==> config.mk <==
export PLATFORM = sky130hd
export DESIGN_NAME = ai_engine_arbiter
export DESIGN_NICKNAME = d
export VERILOG_FILES = /design/src/rtl/ai_pkg.sv /design/src/rtl/rr_arbiter2.sv /design/src/rtl/ai_engine_arbiter.sv
export SDC_FILE = /design/constraint.sdc
export NUM_CORES = 1
export LEC_CHECK = 0
export BUFFER_PORTS_ARGS = -buffer_cell sky130_fd_sc_hd__buf_2
export CAP_MARGIN = 20
export CORE_ASPECT_RATIO = 0.75
export CORE_MARGIN = 2
export CORE_UTILIZATION = 30
export DETAILED_ROUTE_END_ITERATION = 12
export PLACE_DENSITY = 0.69
export SLEW_MARGIN = 25
export SYNTH_ARGS = -nofsm -noshare
export SYNTH_HDL_FRONTEND = slang
export SYNTH_SLANG_ARGS = --single-unit
==> constraint.sdc <==
create_clock -name clk -period 4.05 [get_ports clk]
set_input_delay 0 -clock clk [delete_from_list [all_inputs] [get_ports clk]]
set_output_delay 0 -clock clk [all_outputs]
set_load 0.02 [all_outputs]
==> src/rtl/ai_pkg.sv <==
// Shared definitions for the AI engine arbiter: FSM encoding, AI opcode
// constants, requester ids and the timeout counter width.
package ai_pkg;

  // Arbiter FSM states
  typedef enum logic [1:0] {
    IDLE  = 2'd0,
    START = 2'd1,
    WAIT  = 2'd2,
    RESP  = 2'd3
  } state_t;

  // AI opcodes understood by the shared engine
  localparam logic [2:0] OP_DOT     = 3'b000;
  localparam logic [2:0] OP_MATMUL  = 3'b001;
  localparam logic [2:0] OP_RELU    = 3'b010;
  localparam logic [2:0] OP_SIGMOID = 3'b011;
  localparam logic [2:0] OP_STEP    = 3'b100;

  // Requester ids; the id equals the bit position in req_valid/req_ready
  localparam logic REQ_CORE = 1'b0;
  localparam logic REQ_AUX  = 1'b1;

  // Wide enough for the largest legal TIMEOUT_CYCLES (65535)
  localparam int TIMER_W = 16;

  // Converts a one-hot two-requester grant into a requester id
  function automatic logic grant_to_id(input logic [1:0] grant);
    return grant[1] ? REQ_AUX : REQ_CORE;
  endfunction

endpackage

==> src/rtl/rr_arbiter2.sv <==
// Two-requester round-robin arbiter. A lone requester always wins; on a tie
// the requester that was not granted last wins.
module rr_arbiter2
  import ai_pkg::*;
(
  input  logic [1:0] valid,
  input  logic       last_grant,
  output logic [1:0] grant
);

  // One-hot grant selection from the valid vector and round-robin pointer
  always_comb begin
    grant = 2'b00;
    case (valid)
      2'b01:   grant = 2'b01;
      2'b10:   grant = 2'b10;
      2'b11:   grant = (last_grant == REQ_AUX) ? 2'b01 : 2'b10;
      default: grant = 2'b00;
    endcase
  end

endmodule

==> src/rtl/ai_engine_arbiter.sv <==
// Arbitrates two requesters (core EX stage and auxiliary port) onto one
// shared multi-cycle AI engine, waits for completion or timeout and returns
// a single response per accepted request.
//
// Handshake rule for every valid/ready pair in this block: a transfer happens
// on a rising clk edge where both valid and ready are 1; valid never waits on
// ready, and the payload is held stable while valid is 1 and ready is 0.
module ai_engine_arbiter
  import ai_pkg::*;
#(
  parameter int TIMEOUT_CYCLES = 64,
  parameter int DATA_W         = 32
) (
  input  logic                clk,
  input  logic                reset,
  input  logic [1:0]          req_valid,
  output logic [1:0]          req_ready,
  input  logic [5:0]          req_opcode,
  input  logic [2*DATA_W-1:0] req_a,
  input  logic [2*DATA_W-1:0] req_b,
  input  logic [9:0]          req_tag,
  output logic                eng_start,
  output logic [2:0]          eng_opcode,
  output logic [DATA_W-1:0]   eng_a,
  output logic [DATA_W-1:0]   eng_b,
  input  logic                eng_done,
  input  logic [DATA_W-1:0]   eng_result,
  output logic                rsp_valid,
  input  logic                rsp_ready,
  output logic                rsp_id,
  output logic [4:0]          rsp_tag,
  output logic [DATA_W-1:0]   rsp_data,
  output logic                rsp_error,
  output logic                busy,
  output logic [15:0]         op_count,
  output logic [1:0]          dbg_state
);

  localparam logic [TIMER_W-1:0] TIMEOUT_LAST = TIMER_W'(TIMEOUT_CYCLES - 1);

  state_t               state;
  state_t               state_next;
  logic                 last_grant;
  logic [TIMER_W-1:0]   timer;
  logic [1:0]           grant;
  logic                 accept;
  logic                 timeout_hit;
  logic                 sel_id;
  logic [2:0]           sel_opcode;
  logic [DATA_W-1:0]    sel_a;
  logic [DATA_W-1:0]    sel_b;
  logic [4:0]           sel_tag;

  rr_arbiter2 u_rr (
    .valid      (req_valid),
    .last_grant (last_grant),
    .grant      (grant)
  );

  assign timeout_hit = (timer == TIMEOUT_LAST);
  assign dbg_state   = state;

  // Payload mux: pick the granted requester's opcode, operands and tag
  always_comb begin
    sel_id     = grant_to_id(grant);
    sel_opcode = req_opcode[2:0];
    sel_a      = req_a[DATA_W-1:0];
    sel_b      = req_b[DATA_W-1:0];
    sel_tag    = req_tag[4:0];
    if (sel_id == REQ_AUX) begin
      sel_opcode = req_opcode[5:3];
      sel_a      = req_a[2*DATA_W-1:DATA_W];
      sel_b      = req_b[2*DATA_W-1:DATA_W];
      sel_tag    = req_tag[9:5];
    end
  end

  // Next-state and handshake/strobe outputs; all strobes forced low in reset
  always_comb begin
    state_next = state;
    req_ready  = 2'b00;
    eng_start  = 1'b0;
    rsp_valid  = 1'b0;
    busy       = (state != IDLE);
    accept     = 1'b0;
    case (state)
      IDLE: begin
        req_ready = grant;
        if (|(req_valid & grant)) begin
          accept     = 1'b1;
          state_next = START;
        end
      end
      START: begin
        eng_start  = 1'b1;
        state_next = WAIT;
      end
      WAIT: begin
        // Completion takes priority over a timeout on the same cycle
        if (eng_done || timeout_hit) begin
          state_next = RESP;
        end
      end
      RESP: begin
        rsp_valid = 1'b1;
        if (rsp_ready) begin
          state_next = IDLE;
        end
      end
      default: state_next = IDLE;
    endcase
    if (!reset) begin
      req_ready  = 2'b00;
      eng_start  = 1'b0;
      rsp_valid  = 1'b0;
      busy       = 1'b0;
      accept     = 1'b0;
      state_next = IDLE;
    end
  end

  // FSM state register
  always_ff @(posedge clk) begin
    if (!reset) begin
      state <= IDLE;
    end else begin
      state <= state_next;
    end
  end

  // Request capture: engine operands, response id/tag and round-robin pointer
  always_ff @(posedge clk) begin
    if (!reset) begin
      eng_opcode <= 3'b000;
      eng_a      <= '0;
      eng_b      <= '0;
      rsp_tag    <= 5'd0;
      rsp_id     <= REQ_CORE;
      last_grant <= REQ_AUX;
    end else if (accept) begin
      eng_opcode <= sel_opcode;
      eng_a      <= sel_a;
      eng_b      <= sel_b;
      rsp_tag    <= sel_tag;
      rsp_id     <= sel_id;
      last_grant <= sel_id;
    end
  end

  // WAIT timer plus result/error capture; eng_done only matters in WAIT
  always_ff @(posedge clk) begin
    if (!reset) begin
      timer     <= '0;
      rsp_data  <= '0;
      rsp_error <= 1'b0;
    end else begin
      case (state)
        START: timer <= '0;
        WAIT: begin
          if (eng_done) begin
            rsp_data  <= eng_result;
            rsp_error <= 1'b0;
          end else if (timeout_hit) begin
            rsp_data  <= '0;
            rsp_error <= 1'b1;
          end else begin
            timer <= timer + 1'b1;
          end
        end
        default: ;
      endcase
    end
  end

  // Completed-response counter, wraps naturally at 16 bits
  always_ff @(posedge clk) begin
    if (!reset) begin
      op_count <= 16'd0;
    end else if (state == RESP && rsp_ready) begin
      op_count <= op_count + 16'd1;
    end
  end

endmodule

; Word-level counts from Yosys, hierarchy flattened
; Cells that the tools add are included.
[word_totals]
output_inout_bits = 129
in_bits = 182
wordCells = 64
register_bits = 141
[classes]
n_eq_ne = 12
n_reduce_logical = 10
n_mux = 28
addsub = 2
bitwise = 1
[op_table]
columns = operator, n
row1 = $mux W32, 4
row2 = $add A16 B1 Y16 const B, 2
row3 = $mux W16, 2
row4 = $pmux W16 S2, 1
row5 = $eq A16 B6 Y1 const B, 1
row6 = $mux W2, 6
row7 = $mux W1, 11
row8 = $ne A2 B2 Y1 const B, 5
row9 = $eq A2 B2 Y1 const B, 4
row10 = $pmux W2 S4, 1
row11 = $pmux W2 S3, 1
row12 = $reduce_and A3 Y1, 2
row13 = $reduce_bool A2 Y1, 3
row14 = $mux W5, 1
row15 = $eq A2 B1 Y1 const B, 2
row16 = $mux W3, 1
row17 = $and A2 B2 Y2, 1
row18 = $logic_not A2 Y1, 1
row19 = $reduce_and A2 Y1, 1
row20 = $reduce_or A2 Y1, 1
row21 = $logic_and A1 B1 Y1, 1
row22 = $logic_or A1 B1 Y1, 1

; Depth between registers and ports, before layout
[depth]
word_depth = 7
ltp_mapped = 8
ltp_nobuf = 7

; By module
; A second synthesis with hierarchy kept.
[hier_totals]
cells_unflattened = 612
area_unflattened_um2 = 5924.4
[modules_own_cells]
columns = mod, n_inst, area_per_inst_um2, cells_each, seq_area_each_um2
row1 = ai_engine_arbiter, 1, 5905.7, 609, 2822.7
row2 = rr_arbiter2, 1, 18.8, 3, 0.0

; Least setup slack after synthesis
; No wires, ideal clock.
[synth_path]
path_kind = flip-flop to flip-flop
from = register timer[9]
to = register rsp_data[10]
stages_incl_launch_ff = 7
path_buffers = 1
setup_slack_ns = 2.078
required_ns = 3.933
t_arrival_ns = 1.855
setup_ns = 0.117
synth_period_minus_slack_ns = 1.972
cell_sequence = dfxtp_1 or4_4 nor4_4 o21a_1 nor2_2 buf_6 a22o_1
[synth_via]
elab_chain_cells = 3
[synth_lines]
columns = item, line_no
row1 = "start, declared", ai_engine_arbiter.sv:44  ; logic [TIMER_W-1:0] timer;
row2 = "start signal, assigned", ai_engine_arbiter.sv:167  ; timer <= timer + 1'b1;
row3 = $eq A16 B6 Y1, ai_engine_arbiter.sv:60  ; assign timeout_hit = (timer == TIMEOUT_LAST);
row4 = $reduce_bool A2 Y1 (no source line), n/a
row5 = $reduce_and A2 Y1 (no source line), n/a
row6 = "end signal, assigned", ai_engine_arbiter.sv:161  ; rsp_data <= eng_result;
row7 = "end, declared", ai_engine_arbiter.sv:32  ; output logic [DATA_W-1:0] rsp_data,
; No other way between the ends.
; A chain may end at the register's enable or synchronous reset.

; Worst setup path in the final report
[layout_path]
from = register last_grant
to = register eng_a[25]
[layout_via]
elab_chain_cells = 7
word_cells_on_any_way = 9
classes_between = mux (7) / bitwise (1) / reduce/logical (1)
[layout_lines]
columns = item, line_no
row1 = "start, declared", ai_engine_arbiter.sv:43  ; logic last_grant;
row2 = "start signal, assigned", ai_engine_arbiter.sv:146  ; last_grant <= sel_id;
row3 = $mux W2 (*), rr_arbiter2.sv:17  ; 2'b11: grant = (last_grant == REQ_AUX) ? 2'b01 : 2'b10;
row4 = $pmux W2 S3 (*), rr_arbiter2.sv:14  ; case (valid)
row5 = $and A2 B2 Y2, ai_engine_arbiter.sv:89  ; if (|(req_valid & grant)) begin
row6 = $reduce_or A2 Y1, ai_engine_arbiter.sv:89
row7 = $mux W1, ai_engine_arbiter.sv:89
row8 = $mux W1, ai_engine_arbiter.sv:86  ; case (state)
row9 = $mux W1, ai_engine_arbiter.sv:112  ; if (!reset) begin
row10 = "end signal, assigned", ai_engine_arbiter.sv:142  ; eng_a <= sel_a;
row11 = "end, declared", ai_engine_arbiter.sv:24  ; output logic [DATA_W-1:0] eng_a,
; Mark *: on every way between the ends. The rest lies on a longest branch, timed or not.

==> qor.yml <==
timing:
  min_period_over_period: 0.653
  worst_pin_slew_ps: 742
  grt_setup_unrepaired: "false"
  relSlewSlack: 0.505
  slew_violations: 0
  finalSetupTns_ps: 0
  final-hold-violation-count: 0
  period_minus_slack_ps: 2650
  setup_viol: 0
  skew_ps: 12.3
  fmax_mhz: 378
clocking:
  cts_resized: 0
  numCtsBuffers: 17
  clockBufferDepth: 2
  root_buffer: "clkbuf_16"
  postCtsHoldBufs: 179
  tritoncts: "built"
  cts.sinks: 141
  insertion_delay_ps: 420
  cts_setup_buffers: 0
  htreeDepth: 4
  clk_pin_slew_ps: 60
die:
  io_pins: 311
  dieHeight_um: 122
  rows: 43
  dieArea_sq_mm: 0.0197
  initial_core_util: 0.303
  core-area_sq_mm: 0.0183
  die-width_um: 161
layout:
  layout_commonest_cell: "buf_2"
  syn2layout_area_growth_pct: 74.3
  final_util: 0.528
  nets: 1283
  final_cell_mix: "buf_2 (310), dlygate4sd3_1 (179), dfxtp_1 (141)"
  antenna-diode-count: 0
  drive_above_1_share: 0.328
detailed_routing:
  drt_iter0_markers: 476
  routed_wirelength_mm: 21.2
  ant_nets: 0
  drc: 0
  vias_per_cell: 4.91
  vias: 6656
  drt_pass1_iterations: 5
  wl_per_cell_um: 15.7
critical_path:
  worstPathArrival_ps: 2960
  crit_family: "buffers and inverters"
  cp-start-kind: "flip-flop"
  cpPeakStageDelay_ps: 660
  cp_cell_sequence: "inv_1 -> a21boi_4 -> buf_4 -> o22ai_1 -> dlygate4sd3_1 -> o21ai_0"
  required_ps: 4370
  crit_path_max_fanout: 65
  reg2reg_slack_ps: 1400
  rr_startpoint: "last_grant$_SDFFE_PN1P_"
  crit_start: "last_grant$_SDFFE_PN1P_"
  r2r_end: "eng_a[25]$_SDFFE_PN0P_"
  cp_slowest_cell: "buf_4"
  r2r_cells: 6
  cp-end-kind: "flip-flop"
  crit_type: "flip-flop to flip-flop"
  path_buf_inv: 3
power_and_ir_drop:
  p_total_mw: 4.83
  p_leak_nw: 4.32
  powerDensity_mw_per_mm2: 499
  vdd_drop_max_mv: 0.236
global_route:
  grt_use_total: 0.212
  grt_max_degree: 72
  antenna_found_initial: 0
  grt_pass1_vias: 6638
  grt_pass1_wl_mm: 33.1
  grt_overflow: 0
min_path:
  min_path_cells: 3
  min_to: "eng_b[10]$_SDFFE_PN0P_"
  hold_class: "input port to flip-flop"
  hp-start: "req_valid[0]"
logic_synthesis:
  avgSynthCellArea_sq_um: 8.91
  yosysSeqAreaShare: 0.508
  syn-num-nets: 812
  synth_cell_types: 49
  ys.flop_type: "dfxtp_1"
  ys_top_cells_by_area: "dfxtp_1 (51%), o22ai_1 (8.2%), o21ai_0 (7.6%), nand2_1 (5.8%), a22o_1 (5.0%)"
  synth_top_area_frac: 0.508
  ys_seq_elements: 141
  postSynth.asyncResetShare: 0
  synth-edff-count: 0
  ys_warn_count: 0
  post-synth-top-area-cell: "dfxtp_1"
  synth_area_sq_mm: 0.00556
  netlist_instances: 624
status:
  outcome: "completed"
placement:
  place_congestion: 0.816
  port_buffers: 310
  dp_hpwl_mm: 12.5
flow_run:
  drv_cap: 0
## layout make-up
type | instances | area, sq um
Sequential cell | 141 | 2820
Inverter | 13 | 48.8
Timing Repair Buffer | 496 | 3410
Clock buffer | 19 | 443
Clock inverter | 13 | 129
Multi-Input combinational cell | 426 | 2530
Fill cell | 1609 | 8660
Tap cell | 247 | 309
## worst max path at each step
stage | slack (ps) | endpoint | cells after the start
2_1_floorplan | 2080 | rsp_data[10]$_SDFFE_PN0P_ | 6
3_3_place_gp | 1870 | rsp_data[7]$_SDFFE_PN0P_ | 6
6_report | 1400 | eng_a[25]$_SDFFE_PN0P_ | 6
5_1_grt | 1310 | eng_a[25]$_SDFFE_PN0P_ | 6
4_1_cts | 1540 | eng_a[31]$_SDFFE_PN0P_ | 6
3_5_place_dp | 1820 | rsp_data[14]$_SDFFE_PN0P_ | 6
## stage by stage
stage | hold WS, ps | std cells | cell area [sq um] | setup slack, ps
6_report | 103 | 1355 | 9690 | 1400
5_1_grt | 136 | 1355 | 9690 | 1310
4_1_cts | 105 | 1355 | 9690 | 1540
3_5_place_dp | 216 | 1144 | 7330 | 1820
3_3_place_gp | 210 | 1144 | 7330 | 1870
2_1_floorplan | 101 | 624 | 5560 | 2080
## cells in the mapped netlist (2+ instances only)
master,n
or3_1,6
nor2b_1,5
o31ai_1,5
nand2b_1,4
a211oi_1,3
o22ai_1,73
nor2_2,2
nor4_1,3
nor2_1,26
xnor2_1,11
and2_1,3
dfxtp_1,141
xor2_1,4
a21oi_1,11
nand2_1,86
ha_1,6
o21ai_0,84
o21a_1,2
nand3_1,10
and3_1,6
clkbuf_1,37
nand4_1,8
buf_6,3
a31oi_1,4
or4_4,3
and4_1,2
a41o_1,2
buf_1,3
nor3_1,9
inv_1,12
a22o_1,32
## power by group
| group | total [mW] | switching [mW] | internal [mW] | leakage (nW) |
|---|---|---|---|---|
| combinational | 1.53 | 0.913 | 0.617 | 2.90 |
| clock | 1.52 | 0.641 | 0.875 | 0.264 |
| sequential | 1.79 | 0.139 | 1.65 | 1.15 |
| total | 4.83 | 1.69 | 3.14 | 4.32 |
## cell families after synthesis
kind of cell             share of synthesized area
AND/OR/NAND/NOR                              0.155
adder cells (fa/ha/maj)                     0.0135
buffers and inverters                       0.0428
flip-flops                                   0.508
XOR/XNOR                                    0.0236
AO/OA/AOI/OAI                                0.254
multiplexers                               0.00383
## registers in the layout, summed over array words and instances (netlist names)
name        count
last_grant      1
eng_a          32
rsp_data       32
eng_opcode      3
rsp_error       1
rsp_tag         5
dbg_state       2
op_count       16
rsp_id          1
eng_b          32
timer          16
## metal layers
layer / global-route usage / vias up / wire length (um)
li1: - / 3221 / -
met3: 0.0626 / 41 / 1410
met1: 0.258 / 3099 / 9270
met2: 0.359 / 295 / 10000
met5: 0 / - / 0
met4: 0.0804 / 0 / 503
## tightest hold or removal path, stage by stage
cell and delay, ps:
buf_2 160, o211ai_1 140, o21ai_0 180
Power figures use the tool's default switching activity.
